File: config.mk
export PLATFORM = sky130hd
export DESIGN_NAME = pipe_skid_stage
export DESIGN_NICKNAME = d
export VERILOG_FILES = /design/src/rtl/pipe_skid_stage.sv
export SDC_FILE = /design/constraint.sdc
export NUM_CORES = 1
export LEC_CHECK = 0
export ABC_AREA = 0
export CORE_UTILIZATION = 55
export CTS_BUF_LIST = sky130_fd_sc_hd__clkbuf_4 sky130_fd_sc_hd__clkbuf_8
export DETAILED_ROUTE_END_ITERATION = 8
export PLACE_DENSITY = 0.88
export RECOVER_POWER = 25
export SYNTH_ARGS = -nofsm -noshare
export SYNTH_HDL_FRONTEND = slang
export SYNTH_SLANG_ARGS = --single-unit
export TNS_END_PERCENT = 50
File: constraint.sdc
create_clock -name clk -period 3.15 [get_ports clk]
set_clock_uncertainty 0.15 [all_clocks]
set_input_delay 0.315 -clock clk [delete_from_list [all_inputs] [get_ports clk]]
set_output_delay 0.315 -clock clk [all_outputs]
set_load 0.05 [all_outputs]
File: src/rtl/pipe_skid_stage.sv
// pipe_skid_stage: valid/ready pipeline register holding a main entry and an
// optional skid entry. With SKID=1 it is fully registered: in_ready depends only
// on state. With SKID=0 only the main entry is used, and in_ready looks at
// out_ready combinationally. The stage also counts downstream stall cycles.
module pipe_skid_stage #(
    parameter int DW   = 64,
    parameter int CW   = 4,
    parameter int SKID = 1,
    parameter int SW   = 16
) (
    input  logic          clk,
    input  logic          rst,
    input  logic          flush,
    input  logic          in_valid,
    output logic          in_ready,
    input  logic [CW-1:0] in_ctrl,
    input  logic [DW-1:0] in_data,
    output logic          out_valid,
    input  logic          out_ready,
    output logic [CW-1:0] out_ctrl,
    output logic [DW-1:0] out_data,
    output logic [1:0]    occupancy,
    output logic [SW-1:0] stall_cnt
);

    typedef enum logic [1:0] {EMPTY = 2'd0, ONE = 2'd1, TWO = 2'd2} state_t;

    state_t        state, state_next;
    logic [CW-1:0] main_ctrl, main_ctrl_next, skid_ctrl, skid_ctrl_next;
    logic [DW-1:0] main_data, main_data_next, skid_data, skid_data_next;
    logic          in_xfer, out_xfer;

    assign out_valid = (state != EMPTY);
    assign in_ready  = (SKID != 0) ? (state != TWO) : (!out_valid || out_ready);
    assign out_ctrl  = out_valid ? main_ctrl : '0;
    assign out_data  = main_data;
    assign in_xfer   = in_valid && in_ready && !flush;
    assign out_xfer  = out_valid && out_ready;

    // Occupancy mirrors the state: EMPTY/ONE/TWO -> 0/1/2
    always_comb begin
        case (state)
            ONE:     occupancy = 2'd1;
            TWO:     occupancy = 2'd2;
            default: occupancy = 2'd0;
        endcase
    end

    // Next state and entry contents; flush overrides every transfer
    always_comb begin
        state_next     = state;
        main_ctrl_next = main_ctrl;
        main_data_next = main_data;
        skid_ctrl_next = skid_ctrl;
        skid_data_next = skid_data;
        if (flush) begin
            // Data is kept so out_data holds its last value while idle
            state_next     = EMPTY;
            main_ctrl_next = '0;
            skid_ctrl_next = '0;
        end else begin
            case (state)
                EMPTY: begin
                    if (in_xfer) begin
                        main_ctrl_next = in_ctrl;
                        main_data_next = in_data;
                        state_next     = ONE;
                    end
                end
                ONE: begin
                    if (in_xfer && out_xfer) begin
                        main_ctrl_next = in_ctrl;
                        main_data_next = in_data;
                    end else if (in_xfer) begin
                        // Only reachable with SKID=1; SKID=0 blocks input here
                        if (SKID != 0) begin
                            skid_ctrl_next = in_ctrl;
                            skid_data_next = in_data;
                            state_next     = TWO;
                        end
                    end else if (out_xfer) begin
                        state_next = EMPTY;
                    end
                end
                TWO: begin
                    if (out_xfer) begin
                        main_ctrl_next = skid_ctrl;
                        main_data_next = skid_data;
                        skid_ctrl_next = '0;
                        state_next     = ONE;
                    end
                end
                default: state_next = EMPTY;
            endcase
        end
    end

    // State and entry registers
    always_ff @(posedge clk) begin
        if (rst) begin
            state     <= EMPTY;
            main_ctrl <= '0;
            main_data <= '0;
            skid_ctrl <= '0;
            skid_data <= '0;
        end else begin
            state     <= state_next;
            main_ctrl <= main_ctrl_next;
            main_data <= main_data_next;
            skid_ctrl <= skid_ctrl_next;
            skid_data <= skid_data_next;
        end
    end

    // Saturating stall counter, cleared only by reset
    always_ff @(posedge clk) begin
        if (rst) begin
            stall_cnt <= '0;
        end else if (out_valid && !out_ready && (stall_cnt != '1)) begin
            stall_cnt <= stall_cnt + 1'b1;
        end
    end

endmodule

# After elaboration in Yosys (flattened, before gate mapping)

Index checks and enable logic that the tools add are counted.

Register bits after elaboration: 154
Input port bits: 73
Output and inout bits: 88
Word-level logic and storage cells: 56

Add/sub/neg operators: 1
Equality and inequality tests: 10
Multiplexer cells: 19
Bitwise logic cells: 2
Reductions and logical operators: 18

Operators by type and width:

| operator                                                         | count |
|---|---|
| 64-bit 2-to-1 mux                                                | 3 |
| 64-bit case mux with 3 select lines                              | 1 |
| 4-bit 2-to-1 mux                                                 | 6 |
| 16-bit by 1-bit adder with 16-bit output (second input constant) | 1 |
| 16-bit inequality test (second input constant)                   | 1 |
| 4-bit AND reduction                                              | 4 |
| 2-bit inequality test (second input constant)                    | 6 |
| 4-bit case mux with 3 select lines                               | 1 |
| 2-bit 2-to-1 mux                                                 | 5 |
| 4-bit case mux with 2 select lines                               | 1 |
| 1-bit logical AND                                                | 6 |
| 2-bit case mux with 3 select lines                               | 1 |
| 5-bit AND reduction                                              | 1 |
| 2-bit case mux with 2 select lines                               | 1 |
| 2-bit nonzero test                                               | 2 |
| 3-bit inequality test (second input constant)                    | 1 |
| 3-bit nonzero test                                               | 1 |
| 2-bit by 1-bit == test with 1-bit output (second input constant) | 1 |
| 2-bit == test (second input constant)                            | 1 |
| 1-bit logical NOT                                                | 2 |
| 2-bit logical NOT                                                | 1 |
| 1-bit inverter                                                   | 2 |
| 2-bit OR reduction                                               | 1 |

# Logic depth before layout (Yosys ltp)

Word-level depth: 6
Mapped depth: 9
Depth with buffers taken out: 6

# Worst setup path after synthesis

No wires, ideal clock.

Path kind: register to register
From: reg state[1]
To: reg skid_data[43]
Setup time: 0.132 ns
Data arrival time: 2.271 ns
Data required time: 2.868 ns
Slack: 0.597 ns
Cell stages (with the launch flop): 10
Buffers on the path: 4
Clock period less this slack: 2.553 ns
Cells stage by stage: dfxtp_1 -> buf_2 -> nor2b_1 -> nand2_1 -> or3_1 -> clkbuf_1 -> buf_2 -> buf_2 -> nand2_1 -> a21oi_1

Cells in the longest elaborated chain, start to end: 6
Elaborated cells between the ends (all ways): 9
Those cells by class: eq/ne: 2; bitwise: 1; reduce/logical: 6

RTL lines:

| item                                   | RTL line | RTL |
|---|---|---|
| start: declaration                     | 28       | `state_t state, state_next;` |
| start signal: assignment               | 107      | `state <= state_next;` |
| 2-bit inequality test                  | 34       | `assign in_ready = (SKID != 0) ? (state != TWO) : (!out_valid \|\| out_ready);` |
| 1-bit logical AND (2 in a row)         | 37       | `assign in_xfer = in_valid && in_ready && !flush;` |
| 1-bit logical AND                      | 71       | `if (in_xfer && out_xfer) begin` |
| 1-bit inverter (no source line)        | --       |  |
| 4-bit AND reduction (no source line) * | --       |  |
| end signal: assignment                 | 111      | `skid_data <= skid_data_next;` |
| end: declaration                       | 30       | `logic [DW-1:0] main_data, main_data_next, skid_data, skid_data_next;` |

Mark *: on every way between the ends. The rest lies on a longest branch, timed or not.
A chain may end at the register's enable or synchronous reset.

# Worst setup path after layout

From: reg state[1]
To: out out_ctrl[1]

Cells in the longest elaborated chain, start to end: 2

RTL lines:

| item               | RTL line | RTL |
|---|---|---|
| 2-bit nonzero test | 33       | `assign out_valid = (state != EMPTY);` |
| 4-bit 2-to-1 mux   | 35       | `assign out_ctrl = out_valid ? main_ctrl : '0;` |
| end: declaration   | 20       | `output logic [CW-1:0] out_ctrl,` |

No other way between the ends.

==> flow_metrics.env <==
export IMPL_cts_buffer_depth=2
export IMPL_ir_drop_v=0.000530
export IMPL_ys_warn_count=0
export IMPL_ys_types=40
export IMPL_status="finished, violations left"
export IMPL_row_count=39
export IMPL_initialDrtViolationCount=499
export IMPL_antenna_cells=0
export IMPL_synth_top_cell_by_area="dfxtp_1"
export IMPL_vias_per_cell=5.48
export IMPL_root_buffer="clkbuf_8"
export IMPL_finalHoldViolCount=0
export IMPL_cts_setup_buffers=0
export IMPL_maxCapViolations=0
export IMPL_drive_gt1_frac=0.123
export IMPL_cts_resized=0
export IMPL_rsz0062_at_grt="no"
export IMPL_tns_ns=0
export IMPL_cts_tree="done"
export IMPL_synthTopCellsByArea="dfxtp_1 47%, nand2_1 16%, a311oi_2 13%"
export IMPL_antenna_found_initial=0
export IMPL_vias=5939
export IMPL_crit_path_start="state[1]"
export IMPL_report_final_slew_viol_count=0
export IMPL_synth_most_common_cell="nand2_1"
export IMPL_fin_area_sq_mm=0.00872
export IMPL_fillers=843
export IMPL_grt_max_degree=88
export IMPL_use_met1=0.328
export IMPL_dieArea_sq_mm=0.0124
export IMPL_drtAntennaViolNets=0
export IMPL_start_util=0.570
export IMPL_area_delta_synth_final_pct=32.1
export IMPL_min_from="rst"
export IMPL_powerDensity_mw_per_mm2=491
export IMPL_synth_ff_type="dfxtp_1"
export IMPL_failed_checks="design-rule violations"
export IMPL_cts_sinks=154
export IMPL_place_hpwl_mm=9.94
export IMPL_fmax_mhz=395
export IMPL_arrival_ns=2.07
export IMPL_fp_dieH_microns=112
export IMPL_overflow=0
export IMPL_end_kind="output pin"
export IMPL_crit_type="reg -> out"
export IMPL_yosysSeqAreaShare=0.467
export IMPL_grt_usage=0.252
export IMPL_ctsHoldBuffers=0
export IMPL_met2_usage=0.409
export IMPL_syn_nets=870
export IMPL_ios=161
export IMPL_hold_path_class="in -> reg"
export IMPL_synthArstFlopShare=0
export IMPL_h_tree_depth=4
export IMPL_syn_avg_cell_area_sq_um=8.29
export IMPL_port_buffers=160
export IMPL_drtPass1Iterations=9
export IMPL_cts_buffers=17
export IMPL_critPathLaunchType="flip-flop"
export IMPL_regArea_sq_mm=0.00308
export IMPL_synth_enable_flop_cells=0
export IMPL_use_met3=0.0642
export IMPL_post_route_min_period_ns=2.53
export IMPL_grt_pass1_vias=5385
export IMPL_core_sq_mm=0.0116
export IMPL_gp_congestion=0.808
export IMPL_drt_total_wl_mm=15.5
export IMPL_setup_viol=0
export IMPL_multi_input_area_sq_mm=0.00319
export IMPL_cp_max_fo=9
export IMPL_die_w_microns=112
export IMPL_ys_seq_elements=154
export IMPL_cts_reportedPaths_clkPinSlew_ns=0.07
export IMPL_synth_top_area_frac=0.467
export IMPL_clk_latency_ns=0.43
export IMPL_syn_inst=796
export IMPL_reg2reg_from="state[1]"
export IMPL_leakagePower_nw=3.11
export IMPL_avgRoutedWirePerCell_microns=14.3
export IMPL_grt_busiest_layer="met2"
export IMPL_synth_area_sq_mm=0.00660
export IMPL_dpl_cell_area_sq_mm=0.00826
export IMPL_drc=10
export IMPL_num_nets_final=1002
export IMPL_required_ns=2.68
export IMPL_synth_common_cells="274 x nand2_1, 154 x dfxtp_1, 89 x nor2_1"
export IMPL_period_share=0.805
export IMPL_slew_headroom=0.485
export IMPL_grt_pass1_wl_mm=25.4
export IMPL_tightestPinTransition_ns=0.773
==> metal layers <==
| layer | part of all wire | vias to the layer above | wire (microns) |
|---|---|---|---|
| met4 | 0.017 | 0 | 263 |
| met2 | 0.48 | 170 | 7430 |
| li1 | - | 2945 | - |
| met5 | 0 | - | 0 |
| met1 | 0.44 | 2806 | 6820 |
| met3 | 0.061 | 18 | 944 |
==> sequential cells by signal (all words and copies together) (netlist names) <==
| name | cells |
|---|---|
| out_data | 64 |
| skid_data | 64 |
| stall_cnt | 16 |
| main_ctrl | 4 |
| skid_ctrl | 4 |
| state | 2 |
==> metrics by stage <==
| step | setup slack, ns | hold slack [ns] | total power, mW | util | cells |
|---|---|---|---|---|---|
| after floorplan | 0.597 | 0.287 | 2.44 | - | 796 |
| after global placement | 0.435 | 0.292 | 2.67 | 0.714 | 1052 |
| after detailed placement | 0.354 | 0.297 | 2.68 | 0.714 | 1052 |
| after CTS | 0.587 | 0.225 | 4.32 | 0.754 | 1084 |
| after global routing | 0.446 | 0.242 | 4.44 | 0.754 | 1084 |
| final | 0.616 | 0.255 | 4.28 | 0.754 | 1084 |
==> worst paths after layout <==
path,slack [ns],to,depth (start not counted)
max,0.62,out_ctrl[1],3
min,0.25,stall_cnt[4],2
max reg2reg,0.86,out_data[12],7
min reg2reg,0.31,skid_data[48],2
==> cell usage in the layout, fill, tap and decap left out, types with 2 or more instances in the layout <==
cell / netlist / routed
nand2_1: 274 / 274
dfxtp_1: 154 / 154
clkdlybuf4s50_1: 0 / 112
nor2_1: 89 / 89
a21oi_1: 82 / 82
a311oi_2: 56 / 56
dlygate4sd3_1: 0 / 46
clkbuf_8: 0 / 20
nand3_1: 13 / 13
buf_4: 5 / 12
xnor2_1: 8 / 8
a311oi_1: 8 / 8
nor2b_1: 7 / 7
mux2i_1: 6 / 6
clkbuf_4: 0 / 6
buf_12: 0 / 6
nand4_1: 4 / 4
bufinv_16: 0 / 4
inv_2: 2 / 2
nor3_1: 2 / 2
xor2_1: 2 / 2
nor3b_1: 2 / 2
==> critical path: stages, from the launching register on <==
cell,delay (ns)
dfxtp_1,0.52
nor2_1,0.18
nor2b_1,0.14
clkdlybuf4s50_1,0.81
==> final cells by class <==
class                   count  area share
clock buffers              26      0.0367
clock inverters             6      0.0154
inverters                   3     0.00129
multi-input cells         575       0.366
flip-flops and latches    154       0.354
well taps                 143      0.0205
repair buffers            177       0.207
==> cells by family after synthesis <==
kind of cell	Yosys count	synth area share
compound gates	154	0.211
flops	154	0.467
xor+xnor	10	0.0133
simple gates	403	0.244
mux	7	0.0108
fa+ha+maj	1	0.00190
buf+inv	67	0.0512
==> where the power goes <==
group          internal, mW  switching [mW]  leakage (nW)
registers              2.00          0.0298          1.25
logic                 0.232           0.360          1.63
clock network         0.984           0.677         0.236
total                  3.22            1.07          3.11
(Power assumes the default switching activity.)
